[src/rtl/led_out_port.sv]
// LED output port: snoops processor stores to OUT_ADDR into a small FIFO and
// plays each queued byte on LedBar for HOLD_CYCLES cycles.
module led_out_port #(
    parameter logic [7:0] OUT_ADDR    = 8'hFF,
    parameter int         DEPTH       = 4,
    parameter int         HOLD_CYCLES = 4
) (
    input  logic       clk,
    input  logic       reset_n,
    input  logic       WRITE,
    input  logic [7:0] ADDR,
    input  logic [7:0] D,
    output logic [7:0] LedBar,
    output logic       EMPTY,
    output logic       FULL,
    output logic       DROP
);

    localparam int PW = $clog2(DEPTH);
    localparam int CW = PW + 1;
    localparam int HW = $clog2(HOLD_CYCLES) + 1;
    localparam logic [HW-1:0] HOLD_LOAD = HW'(HOLD_CYCLES - 1);
    localparam logic [CW-1:0] COUNT_FULL = CW'(DEPTH);

    typedef enum logic {
        IDLE = 1'b0,
        SHOW = 1'b1
    } state_t;

    state_t        state_q, state_d;
    logic [HW-1:0] hold_q, hold_d;
    logic [PW-1:0] rd_ptr_q, rd_ptr_d;
    logic [PW-1:0] wr_ptr_q, wr_ptr_d;
    logic [CW-1:0] count_q, count_d;
    logic [7:0]    led_q, led_d;
    logic          drop_q, drop_d;
    logic [7:0]    mem_q [DEPTH];

    logic empty_s;
    logic full_s;
    logic hit_s;
    logic push_s;
    logic pop_s;

    assign empty_s = (count_q == {CW{1'b0}});
    assign full_s  = (count_q == COUNT_FULL);
    assign hit_s   = WRITE && (ADDR == OUT_ADDR);

    // Display FSM: decides when the head byte is popped onto the LED bar.
    always_comb begin
        state_d = state_q;
        hold_d  = hold_q;
        led_d   = led_q;
        pop_s   = 1'b0;
        case (state_q)
            IDLE: begin
                if (!empty_s) begin
                    pop_s   = 1'b1;
                    led_d   = mem_q[rd_ptr_q];
                    hold_d  = HOLD_LOAD;
                    state_d = SHOW;
                end else begin
                    state_d = IDLE;
                end
            end
            SHOW: begin
                if (hold_q != {HW{1'b0}}) begin
                    hold_d = hold_q - HW'(1);
                end else if (!empty_s) begin
                    pop_s  = 1'b1;
                    led_d  = mem_q[rd_ptr_q];
                    hold_d = HOLD_LOAD;
                end else begin
                    state_d = IDLE;
                end
            end
            default: begin
                state_d = IDLE;
            end
        endcase
    end

    // FIFO bookkeeping; a pop on the same edge frees the slot a full-FIFO push needs.
    always_comb begin
        push_s   = hit_s && (!full_s || pop_s);
        drop_d   = hit_s && !push_s;
        rd_ptr_d = pop_s  ? rd_ptr_q + PW'(1) : rd_ptr_q;
        wr_ptr_d = push_s ? wr_ptr_q + PW'(1) : wr_ptr_q;
        case ({push_s, pop_s})
            2'b10:   count_d = count_q + CW'(1);
            2'b01:   count_d = count_q - CW'(1);
            default: count_d = count_q;
        endcase
    end

    // Control and output registers.
    always_ff @(posedge clk or negedge reset_n) begin
        if (!reset_n) begin
            state_q  <= IDLE;
            hold_q   <= {HW{1'b0}};
            rd_ptr_q <= {PW{1'b0}};
            wr_ptr_q <= {PW{1'b0}};
            count_q  <= {CW{1'b0}};
            led_q    <= 8'h00;
            drop_q   <= 1'b0;
        end else begin
            state_q  <= state_d;
            hold_q   <= hold_d;
            rd_ptr_q <= rd_ptr_d;
            wr_ptr_q <= wr_ptr_d;
            count_q  <= count_d;
            led_q    <= led_d;
            drop_q   <= drop_d;
        end
    end

    // FIFO storage; stale contents are harmless because the pointers reset.
    always_ff @(posedge clk) begin
        if (push_s) begin
            mem_q[wr_ptr_q] <= D;
        end
    end

    assign LedBar = led_q;
    assign EMPTY  = empty_s;
    assign FULL   = full_s;
    assign DROP   = drop_q;

endmodule

[config.mk]
export PLATFORM = sky130hd
export DESIGN_NAME = led_out_port
export DESIGN_NICKNAME = d
export VERILOG_FILES = /design/src/rtl/led_out_port.sv
export SDC_FILE = /design/constraint.sdc
export NUM_CORES = 1
export LEC_CHECK = 0
export CAP_MARGIN = 20
export CORE_MARGIN = 2
export CORE_UTILIZATION = 57
export DETAILED_ROUTE_END_ITERATION = 6
export GPL_ROUTABILITY_DRIVEN = 0
export PLACE_DENSITY = 0.83
export SLEW_MARGIN = 20
export SYNTH_ARGS = -nofsm -noshare
export SYNTH_HDL_FRONTEND = slang
export SYNTH_SLANG_ARGS = --single-unit
[constraint.sdc]
create_clock -name clk -period 4.3 [get_ports clk]
set_clock_uncertainty 0.05 [all_clocks]
set_input_delay 0.645 -clock clk [delete_from_list [all_inputs] [get_ports clk]]
set_output_delay 0.645 -clock clk [all_outputs]
set_load 0.01 [all_outputs]
==> impl_metrics.json <==
{
  "run_status": "finished clean",
  "post-layout-total-power_w": 0.00147,
  "rows": 22,
  "synthesis.nets": 150,
  "timing.critical_path.fanout_max": 14,
  "maximum_number_of_pins_on_one_net_before_global_route_repair": 21,
  "min_delay_path_depth": 1,
  "globalRouteTotalUtil_pct": 19.5,
  "termination_of_the_worst_setup_path": "count_q[2]",
  "fraction_of_power_consumed_by_the_clock_network_pct": 18.3,
  "synth_cell_type_count": 28,
  "crit-reg2reg-capture": "count_q[2]",
  "slew-limit-headroom_pct": 38.3,
  "worst_ir_drop_vdd_uv": 285,
  "comb_power_share_pct": 33.4,
  "total_leakage_power_nw": 0.952,
  "area_growth_pct": 19.2,
  "wl_per_cell_microns": 16.9,
  "reg2reg_setup_slack_ps": 1750,
  "timing.final.crit_share_pct": 59.2,
  "cts_hold_buffers": 0,
  "layout_setup_ws_ps": 1750,
  "required_arrival_time_at_the_worst_endpoint_ps": 4480,
  "clock_sink_count": 52,
  "floorplan.initialDensity_pct": 59.2,
  "postSynthAreaPerCell_sq_um": 17.5,
  "postRouteWirelength_microns": 3480,
  "globalRouteOverflowTotal": 0,
  "rsz0062_at_grt": "false",
  "worst_setup_path_start_kind": "flop",
  "post-synth-top-area-cell": "edfxtp_1",
  "syn_area_sq_mm": 0.00217,
  "root_buffer": "clkbuf_8",
  "hold_class": "reg -> reg",
  "reg_power_share_pct": 48.4,
  "path_clk_slew_ps": 90,
  "syn-instance-count": 124,
  "drt_first_iter_violations": 53,
  "cts_tree": "yes",
  "max_cap_viol_count": 0,
  "ant_nets": 0,
  "nets": 183,
  "placement.setup.worst_slack_ps": 1550,
  "timing.final.setup_violations": 0,
  "dieHeight_microns": 65.6,
  "antenna_found_initial": 0,
  "post-cts-setup-buffers": 0,
  "worstMarginPinSlew_ps": 923,
  "critPathArrivalTime_ps": 2730,
  "share_of_cells_above_drive_strength_1_pct": 20.3,
  "cts_made_buffers": 5,
  "floorplan.die_area_sq_mm": 0.00431,
  "routed_via_density": 5.41,
  "pwr_density_cell_mw_per_mm2": 568,
  "io_buffers": 29,
  "startpoint": "hold_q[0]",
  "maxClockFrequency_mhz": 393,
  "power_switching_w": 0.000443,
  "final_period_minus_worst_setup_slack_ps": 2550,
  "critPathKind": "reg -> reg",
  "drc": 0,
  "internal_power_w": 0.00102,
  "synth_warnings": 0,
  "synth-seq-area-share_pct": 67.5,
  "synth.area.top_cells": "edfxtp_1, dfrtp_1, mux4_2",
  "post_cts_resize_count": 0,
  "drt_first_pass_iters": 4,
  "switching_power_as_a_share_of_total_power_pct": 30.2,
  "core_sq_mm": 0.00366,
  "critPathCaptureType": "flop",
  "pin_count": 30,
  "totalNegativeSetupSlack_ps": 0,
  "dr_total_vias": 1114,
  "detailed_place_hpwl_microns": 2560,
  "synth-seq-cells": 52,
  "ctsHtreeMaxLevel": 2,
  "r2r_cells": 8,
  "ctsLongestPathBuffers": 2,
  "first_global_vias": 1228,
  "die_width_microns": 65.6,
  "synth.top_cell.area_share_pct": 44.4,
  "num_antenna_cells": 0,
  "grt_first_pass_wirelength_microns": 5980,
  "timing.rr.start": "hold_q[0]",
  "clkLatencyLatePin_ps": 300,
  "final_hold_viol_count": 0,
  "report.final.slew_viol_count": 0
}
-- layout make-up --
cell class / instances / area (sq um)
clock buffers: 6 / 72.6
clock inverters: 2 / 12.5
fillers: 245 / 1080
inverters: 6 / 22.5
multi-input cells: 63 / 662
flip-flops and latches: 52 / 1460
well taps: 48 / 60.1
repair buffers: 29 / 290
-- routing by layer --
| metal | vias to the layer above | part of all wire (%) | track usage (%) |
|---|---|---|---|
| met5 | - | 0 | 0 |
| met4 | 0 | 1.5 | 6.25 |
| met3 | 6 | 4.9 | 5.65 |
| met2 | 27 | 50 | 29.8 |
| met1 | 561 | 43 | 27.2 |
| li1 | 520 | - | - |
-- layout by cell type (no fill, tap or decap), drive strengths merged --
master	synthesis	final
a21oi	1	1
a31oi	2	2
and2	4	4
and2b	1	1
clkbuf	0	6
clkdlybuf4s50	0	29
clkinv	0	2
dfrtp	20	20
edfxtp	32	32
fa	1	1
ha	6	6
inv	6	6
mux2	9	9
mux2i	1	1
mux4	8	8
nand2	8	8
nand2b	2	2
nand3	3	3
nand4	1	1
nor2	4	4
nor3	1	1
nor3b	1	1
o21ai	3	3
o31ai	1	1
or3	1	1
xnor2	3	3
xor2	2	2
-- state kept, by name, summed over array words and instances, names as in the netlist --
signal and flops:
count_q 3, DROP 1, rd_ptr_q 2, hold_q 3
mem_q 32, state_q 1, wr_ptr_q 2, LedBar 8
-- cell families after synthesis --
kind of cell             count (synthesis)  share of synthesized area (%)
adder cells (fa/ha/maj)                  7                           4.39
AND/OR/NAND/NOR                         26                           7.51
AO/OA/AOI/OAI                            7                           3.18
flip-flops                              52                           67.5
XOR/XNOR                                 5                           2.02
buffers and inverters                    9                           1.96
multiplexers                            18                           13.5
-- through the flow --
stage	util (%)	instances	cell area, sq um	hold WS (ps)
detailed placement	68.2	198	2500	437
global route	70.5	206	2580	493
finish	70.5	206	2580	447
CTS	70.5	206	2580	449
global placement	68.2	198	2500	423
floorplan	-	124	2170	299
-- power by group through the flow --
stage	Clock (W)	Combinational (W)	Sequential, W
floorplan	0	0.000356	0.000690
global placement	0	0.000473	0.000718
detailed placement	0	0.000495	0.000724
CTS	0.000272	0.000497	0.000713
global route	0.000292	0.000534	0.000727
finish	0.000267	0.000489	0.000709
-- cells in the mapped netlist --
| cell | instances |
|---|---|
| xor2_1 | 2 |
| nand3_1 | 3 |
| fa_1 | 1 |
| and2_1 | 4 |
| edfxtp_1 | 32 |
| inv_1 | 6 |
| a21oi_4 | 1 |
| o31ai_4 | 1 |
| and2b_4 | 1 |
| buf_2 | 1 |
| nor2_1 | 4 |
| ha_1 | 6 |
| buf_1 | 1 |
| nor3_2 | 1 |
| o21ai_2 | 1 |
| nand2_1 | 8 |
| o21ai_0 | 2 |
| mux2i_1 | 1 |
| mux2_2 | 9 |
| nand2b_4 | 2 |
| nor3b_2 | 1 |
| mux4_2 | 8 |
| xnor2_1 | 3 |
| nand4_1 | 1 |
| or3_4 | 1 |
| dfrtp_1 | 20 |
| a31oi_1 | 2 |
| buf_6 | 1 |
-- critical path, cell delays in order, from the launching register on --
cell and delay, ps:
dfrtp_1 410, inv_1 90, ha_1 220, nand2b_4 100, a21oi_4 470, nand2_1 190, fa_1 470, o31ai_4 300
xor2_1 180
-- worst min path at each step --
| stage | from | to | slack, ps |
|---|---|---|---|
| 2_1_floorplan | reset_n | DROP | 300 |
| 4_1_cts | hold_q[0] | hold_q[0] | 450 |
| 5_1_grt | LedBar[1] | LedBar[1] | 490 |
| 3_5_place_dp | hold_q[0] | hold_q[0] | 440 |
| 6_report | hold_q[0] | hold_q[0] | 450 |
| 3_3_place_gp | hold_q[0] | hold_q[0] | 420 |
Note: power is estimated with default switching activity, not from simulation.
